$ cat src/rtl/axis_slave_packet_rx.sv
// AXI-Stream byte slave that packs PKT_BYTES-beat packets into one word with a valid/ready handoff.
// Optional XOR checksum on csum is built when AXIS_RX_CHECKSUM_EN is defined; otherwise csum is tied to 0.
module axis_slave_packet_rx #(
  parameter int DATA_W    = 8,
  parameter int PKT_BYTES = 4,
  parameter int CNT_W     = 16
) (
  input  logic                        s_axis_clk,
  input  logic                        s_axis_rst,
  input  logic                        s_axis_tvalid,
  input  logic [DATA_W-1:0]           s_axis_tdata,
  input  logic                        s_axis_tlast,
  output logic                        s_axis_tready,
  output logic [DATA_W*PKT_BYTES-1:0] dout,
  output logic                        dout_valid,
  input  logic                        dout_ready,
  output logic                        pkt_err,
  output logic [CNT_W-1:0]            pkt_count,
  output logic [DATA_W-1:0]           csum
);

  localparam int OUT_W = DATA_W * PKT_BYTES;
  localparam int IDX_W = (PKT_BYTES > 1) ? $clog2(PKT_BYTES) : 1;
  localparam logic [IDX_W-1:0] LAST_IDX = IDX_W'(PKT_BYTES - 1);

  typedef enum logic [1:0] {IDLE, COLLECT, FULL, DRAIN} state_t;

  state_t            state;
  state_t            next_state;
  logic [IDX_W-1:0]  idx;
  logic [OUT_W-1:0]  word;
  logic              err_q;
  logic              drain_pend;
  logic [CNT_W-1:0]  count_q;
  logic              accept;
  logic              store;
  logic              at_last;
  logic              pkt_end;

  function automatic logic [OUT_W-1:0] insert_beat(input logic [OUT_W-1:0]  base,
                                                   input logic [IDX_W-1:0]  pos,
                                                   input logic [DATA_W-1:0] beat);
    logic [OUT_W-1:0] w;
    w = base;
    for (int k = 0; k < PKT_BYTES; k++) begin
      if (pos == IDX_W'(k)) w[k*DATA_W +: DATA_W] = beat;
    end
    return w;
  endfunction

  assign accept  = s_axis_tvalid && s_axis_tready;
  assign store   = accept && ((state == IDLE) || (state == COLLECT));
  assign at_last = (idx == LAST_IDX);
  assign pkt_end = store && (s_axis_tlast || at_last);

  // tready is registered from next_state so it is low for exactly the FULL cycles
  always_ff @(posedge s_axis_clk or posedge s_axis_rst) begin
    if (s_axis_rst) begin
      state         <= IDLE;
      s_axis_tready <= 1'b0;
    end else begin
      state         <= next_state;
      s_axis_tready <= (next_state != FULL);
    end
  end

  always_comb begin
    next_state = state;
    case (state)
      IDLE, COLLECT: begin
        if (pkt_end)    next_state = FULL;
        else if (store) next_state = COLLECT;
      end
      FULL: begin
        if (dout_ready) next_state = drain_pend ? DRAIN : IDLE;
      end
      DRAIN: begin
        if (accept && s_axis_tlast) next_state = IDLE;
      end
      default: next_state = IDLE;
    endcase
  end

  always_comb begin
    dout_valid = 1'b0;
    if (state == FULL) dout_valid = 1'b1;
  end

  // Packet-ending beat: long packets (no tlast at last slot) arm the drain of the remainder
  always_ff @(posedge s_axis_clk or posedge s_axis_rst) begin
    if (s_axis_rst) begin
      word       <= '0;
      idx        <= '0;
      err_q      <= 1'b0;
      drain_pend <= 1'b0;
      count_q    <= '0;
    end else begin
      if (store) begin
        word <= insert_beat((state == IDLE) ? OUT_W'(0) : word, idx, s_axis_tdata);
        if (pkt_end) begin
          idx        <= '0;
          err_q      <= !(s_axis_tlast && at_last);
          drain_pend <= !s_axis_tlast;
        end else begin
          idx   <= idx + IDX_W'(1);
          err_q <= 1'b0;
        end
      end else if (state == IDLE) begin
        word  <= '0;
        idx   <= '0;
        err_q <= 1'b0;
      end
      if (dout_valid && dout_ready) count_q <= count_q + CNT_W'(1);
      if ((state == DRAIN) && accept && s_axis_tlast) drain_pend <= 1'b0;
    end
  end

  assign dout      = word;
  assign pkt_err   = err_q;
  assign pkt_count = count_q;

`ifdef AXIS_RX_CHECKSUM_EN
  logic [DATA_W-1:0] csum_q;

  always_ff @(posedge s_axis_clk or posedge s_axis_rst) begin
    if (s_axis_rst) begin
      csum_q <= '0;
    end else if (store) begin
      csum_q <= ((state == IDLE) ? DATA_W'(0) : csum_q) ^ s_axis_tdata;
    end else if (state == IDLE) begin
      csum_q <= '0;
    end
  end

  assign csum = csum_q;
`else
  assign csum = '0;
`endif

endmodule

$ cat config.mk
export PLATFORM = sky130hd
export DESIGN_NAME = axis_slave_packet_rx
export DESIGN_NICKNAME = d
export VERILOG_FILES = /design/src/rtl/axis_slave_packet_rx.sv
export SDC_FILE = /design/constraint.sdc
export NUM_CORES = 1
export LEC_CHECK = 0
export BUFFER_PORTS_ARGS = -buffer_cell sky130_fd_sc_hd__buf_2
export CORE_MARGIN = 1.5
export CORE_UTILIZATION = 46
export DETAILED_ROUTE_END_ITERATION = 16
export PLACE_DENSITY = 0.82
export SKIP_LAST_GASP = 1
export SYNTH_ARGS = -nofsm -noshare
export SYNTH_HDL_FRONTEND = slang
export SYNTH_SLANG_ARGS = --single-unit
export TNS_END_PERCENT = 1
$ cat constraint.sdc
create_clock -name s_axis_clk -period 1.65 [get_ports s_axis_clk]
set_clock_uncertainty 0.15 [all_clocks]
set_input_delay 0.0825 -clock s_axis_clk [delete_from_list [all_inputs] [get_ports s_axis_clk]]
set_output_delay 0.0825 -clock s_axis_clk [all_outputs]
set_load 0.005 [all_outputs]
==> results.json <==
{
  "post-route-period-util_pct": 97.34,
  "maxSlewHeadroom_pct": 57.62,
  "die_y_um": 76.78,
  "drt-pass1-iter-count": 4,
  "final.setup.tns_ns": 0,
  "io_pins": 72,
  "coreArea_um2": 5172,
  "vias_per_cell": 4.952,
  "rsz0062_at_grt": "yes",
  "setup.worst_path.end_class": "register",
  "diodes": 0,
  "min_from": "dout_ready",
  "ant_nets": 0,
  "final.min_clock_period_ns": 1.606,
  "ir_drop_uv": 554.9,
  "overflow": 0,
  "layout.nets": 346,
  "dp_hpwl_mm": 3.745,
  "worstReg2RegEnd": "pkt_count[10]",
  "drtIter0Drc": 122,
  "cts_max_path_buffers": 2,
  "ys.flop_type": "dfrtp_1",
  "area_delta_synth_final_pct": 22.74,
  "required_ns": 1.69,
  "crit_end": "pkt_count[10]",
  "vias": 1976,
  "grt_antenna_before_repair": 0,
  "syn-mean-instance-area_um2": 9.857,
  "total_power_uw": 3816,
  "grt_use_total_pct": 18.51,
  "synth.most_common_cell": "nand2_1",
  "drc": 0,
  "wl_mm": 5.263,
  "row_count": 26,
  "synth-async-reset-ratio_pct": 100.0,
  "critPathArrivalTime_ns": 1.65,
  "regToRegStartpoint": "state[0]",
  "clkSinkCount": 55,
  "grt_start_max_net_pins": 56,
  "place_congestion": 0.7623,
  "die_w_um": 76.78,
  "maxSlewViolCount": 0,
  "crit_path_start": "state[0]",
  "max_freq_mhz": 622.6,
  "cap_violations": 0,
  "drt-wirelength-per-cell_um": 13.19,
  "r2r_slack_ns": 0.04,
  "cts_buffers": 5,
  "cp_max_fo": 7,
  "p_leak_uw": 0.001570,
  "hold_path_class": "input port to register",
  "p_per_area_nw_per_um2": 1242,
  "cts_tree": "built",
  "tightest_slew_ns": 0.6357,
  "synth_edf_count": 0,
  "cp-start-kind": "register",
  "ys_ff_latch": 55,
  "portBuffers": 63,
  "worst-r2r-cell-count": 4,
  "outcome": "finished clean",
  "syn_inst": 254,
  "max_stage_delay_ns": 0.44,
  "crit_chain": "nand4b_1 > nor3_2 > nand4_1 > xnor2_1",
  "slowest_stage": "dfrtp_1",
  "syn-cell-area_um2": 2504,
  "initial_utilization_pct": 48.40,
  "timing_worst_setup_path_type": "register to register",
  "seq_area_frac_synth_pct": 54.97,
  "clock_latency_ns": 0.30,
  "yosysTopAreaCell": "dfrtp_1",
  "htreeDepth": 2,
  "synth_cell_types": 31,
  "clk_pin_slew_ns": 0.09,
  "drive_gt1_share_pct": 27.66,
  "ys_top_cells_by_area": "dfrtp_1 (55%), nand2_1 (12%), xnor2_1 (4.2%)",
  "cts_root_buf": "clkbuf_8",
  "setup-violations-final": 0,
  "synth_top_area_share_pct": 54.97,
  "grt_pass1_vias": 1856,
  "grt_pass1_wl_mm": 8.611,
  "hold_viol": 0,
  "die_area_um2": 5894,
  "yosys-top-cells-count": "nand2_1 (80), dfrtp_1 (55), o21ai_1 (20)",
  "synth_warnings": 0
}
==> cells by family after synthesis <==
kind of cell | synth area share (%)
flops | 54.97
xor+xnor | 5.597
simple gates | 20.64
compound gates | 9.096
buf+inv | 7.047
other cells | 0.1498
fa+ha+maj | 2.499
==> placed cells by master, fill, tap and decap left out <==
master | netlist | final
nand2_1 | 80 | 80
buf_2 | 3 | 63
dfrtp_1 | 55 | 55
o21ai_1 | 20 | 20
xnor2_1 | 12 | 12
dlygate4sd3_1 | 0 | 11
o21ai_0 | 9 | 9
nand3_1 | 8 | 8
conb_1 | 1 | 8
o21ai_2 | 6 | 6
clkbuf_8 | 0 | 6
nand4_1 | 5 | 5
ha_1 | 5 | 5
buf_4 | 8 | 5
nor2_1 | 4 | 4
xor2_1 | 4 | 4
nor2b_1 | 3 | 3
and2_4 | 3 | 3
and2_1 | 2 | 2
inv_1 | 3 | 2
and3_1 | 2 | 2
nor3_2 | 2 | 2
buf_12 | 0 | 2
and3b_1 | 1 | 1
or2_2 | 1 | 1
o31ai_1 | 1 | 1
o211ai_1 | 1 | 1
inv_2 | 0 | 1
nand3b_1 | 1 | 1
nand4b_1 | 1 | 1
and4_1 | 1 | 1
o22ai_1 | 1 | 1
o22a_1 | 1 | 1
bufinv_16 | 0 | 1
clkinv_2 | 0 | 1
==> per-layer routing <==
| layer | GRT usage (%) | vias to the layer above | part of all wire [%] |
|---|---|---|---|
| met5 | 0 | - | 0 |
| met4 | 5.741 | 0 | 1.1 |
| met3 | 3.214 | 7 | 4.9 |
| met2 | 32.04 | 58 | 50 |
| met1 | 23.54 | 948 | 44 |
| li1 | - | 963 | - |
==> layout make-up <==
type / count / area (µm²)
clock buffer: 6 / 82.58
clock inverter: 2 / 35.03
fill: 431 / 2100
inverter: 3 / 11.26
multi-input combinational: 182 / 977.2
sequential: 55 / 1376
tap: 70 / 87.58
timing repair buffer: 81 / 503.0
==> through the flow <==
| stage | worst slack (ns) | util (%) | instances | hold slack (ns) | instance area, µm² |
|---|---|---|---|---|---|
| 6_report | 0.04392 | 59.41 | 399 | 0.001063 | 3073 |
| 5_1_grt | -0.04264 | 59.41 | 399 | 0.008912 | 3073 |
| 4_1_cts | 0.04001 | 59.41 | 399 | 0.001247 | 3073 |
| 3_5_place_dp | 0.04843 | 55.01 | 380 | 0.003561 | 2845 |
| 3_3_place_gp | 0.09798 | 55.01 | 380 | 0.0004085 | 2845 |
| 2_1_floorplan | 0.07457 | - | 261 | 0.04934 | 2530 |
==> how the worst min path moves through the flow <==
stage	endpoint	slack, ns	cells after the start
finish	state[1]	0.001	4
floorplan	dout[0]	0.05	2
detailed placement	pkt_count[5]	0.004	3
global placement	pkt_count[6]	0.0004	3
CTS	state[1]	0.001	4
global route	s_axis_tready	0.009	3
==> registers in the layout, indices dropped and copies added, names as in the netlist <==
register       count
dout              32
drain_pend         1
idx                2
pkt_count         16
pkt_err            1
s_axis_tready      1
state              2
==> critical path: cells and delay by family (launching register included) <==
kind	cells	cell delay [ns]
xor gates and xnor gates	1	0.15
DFF	1	0.44
and+or+nand+nor	3	0.76
==> power by group <==
part | switching, µW | leakage (µW) | internal, µW | total (µW)
registers | 199 | 0.000747 | 1590 | 1790
clock network | 413 | 0.0000612 | 491 | 904
logic | 638 | 0.000762 | 485 | 1120
total | 1250 | 0.00157 | 2570 | 3820
==> what timing repair did <==
action | 4_1_cts | 5_1_grt
hold buffers | 11 | 0
resized for setup | 0 | 0
hold endpoints to repair | 89 | 0
buffers inserted | 0 | 0
setup endpoints to repair | 0 | 7
Power figures use the tool's default switching activity.
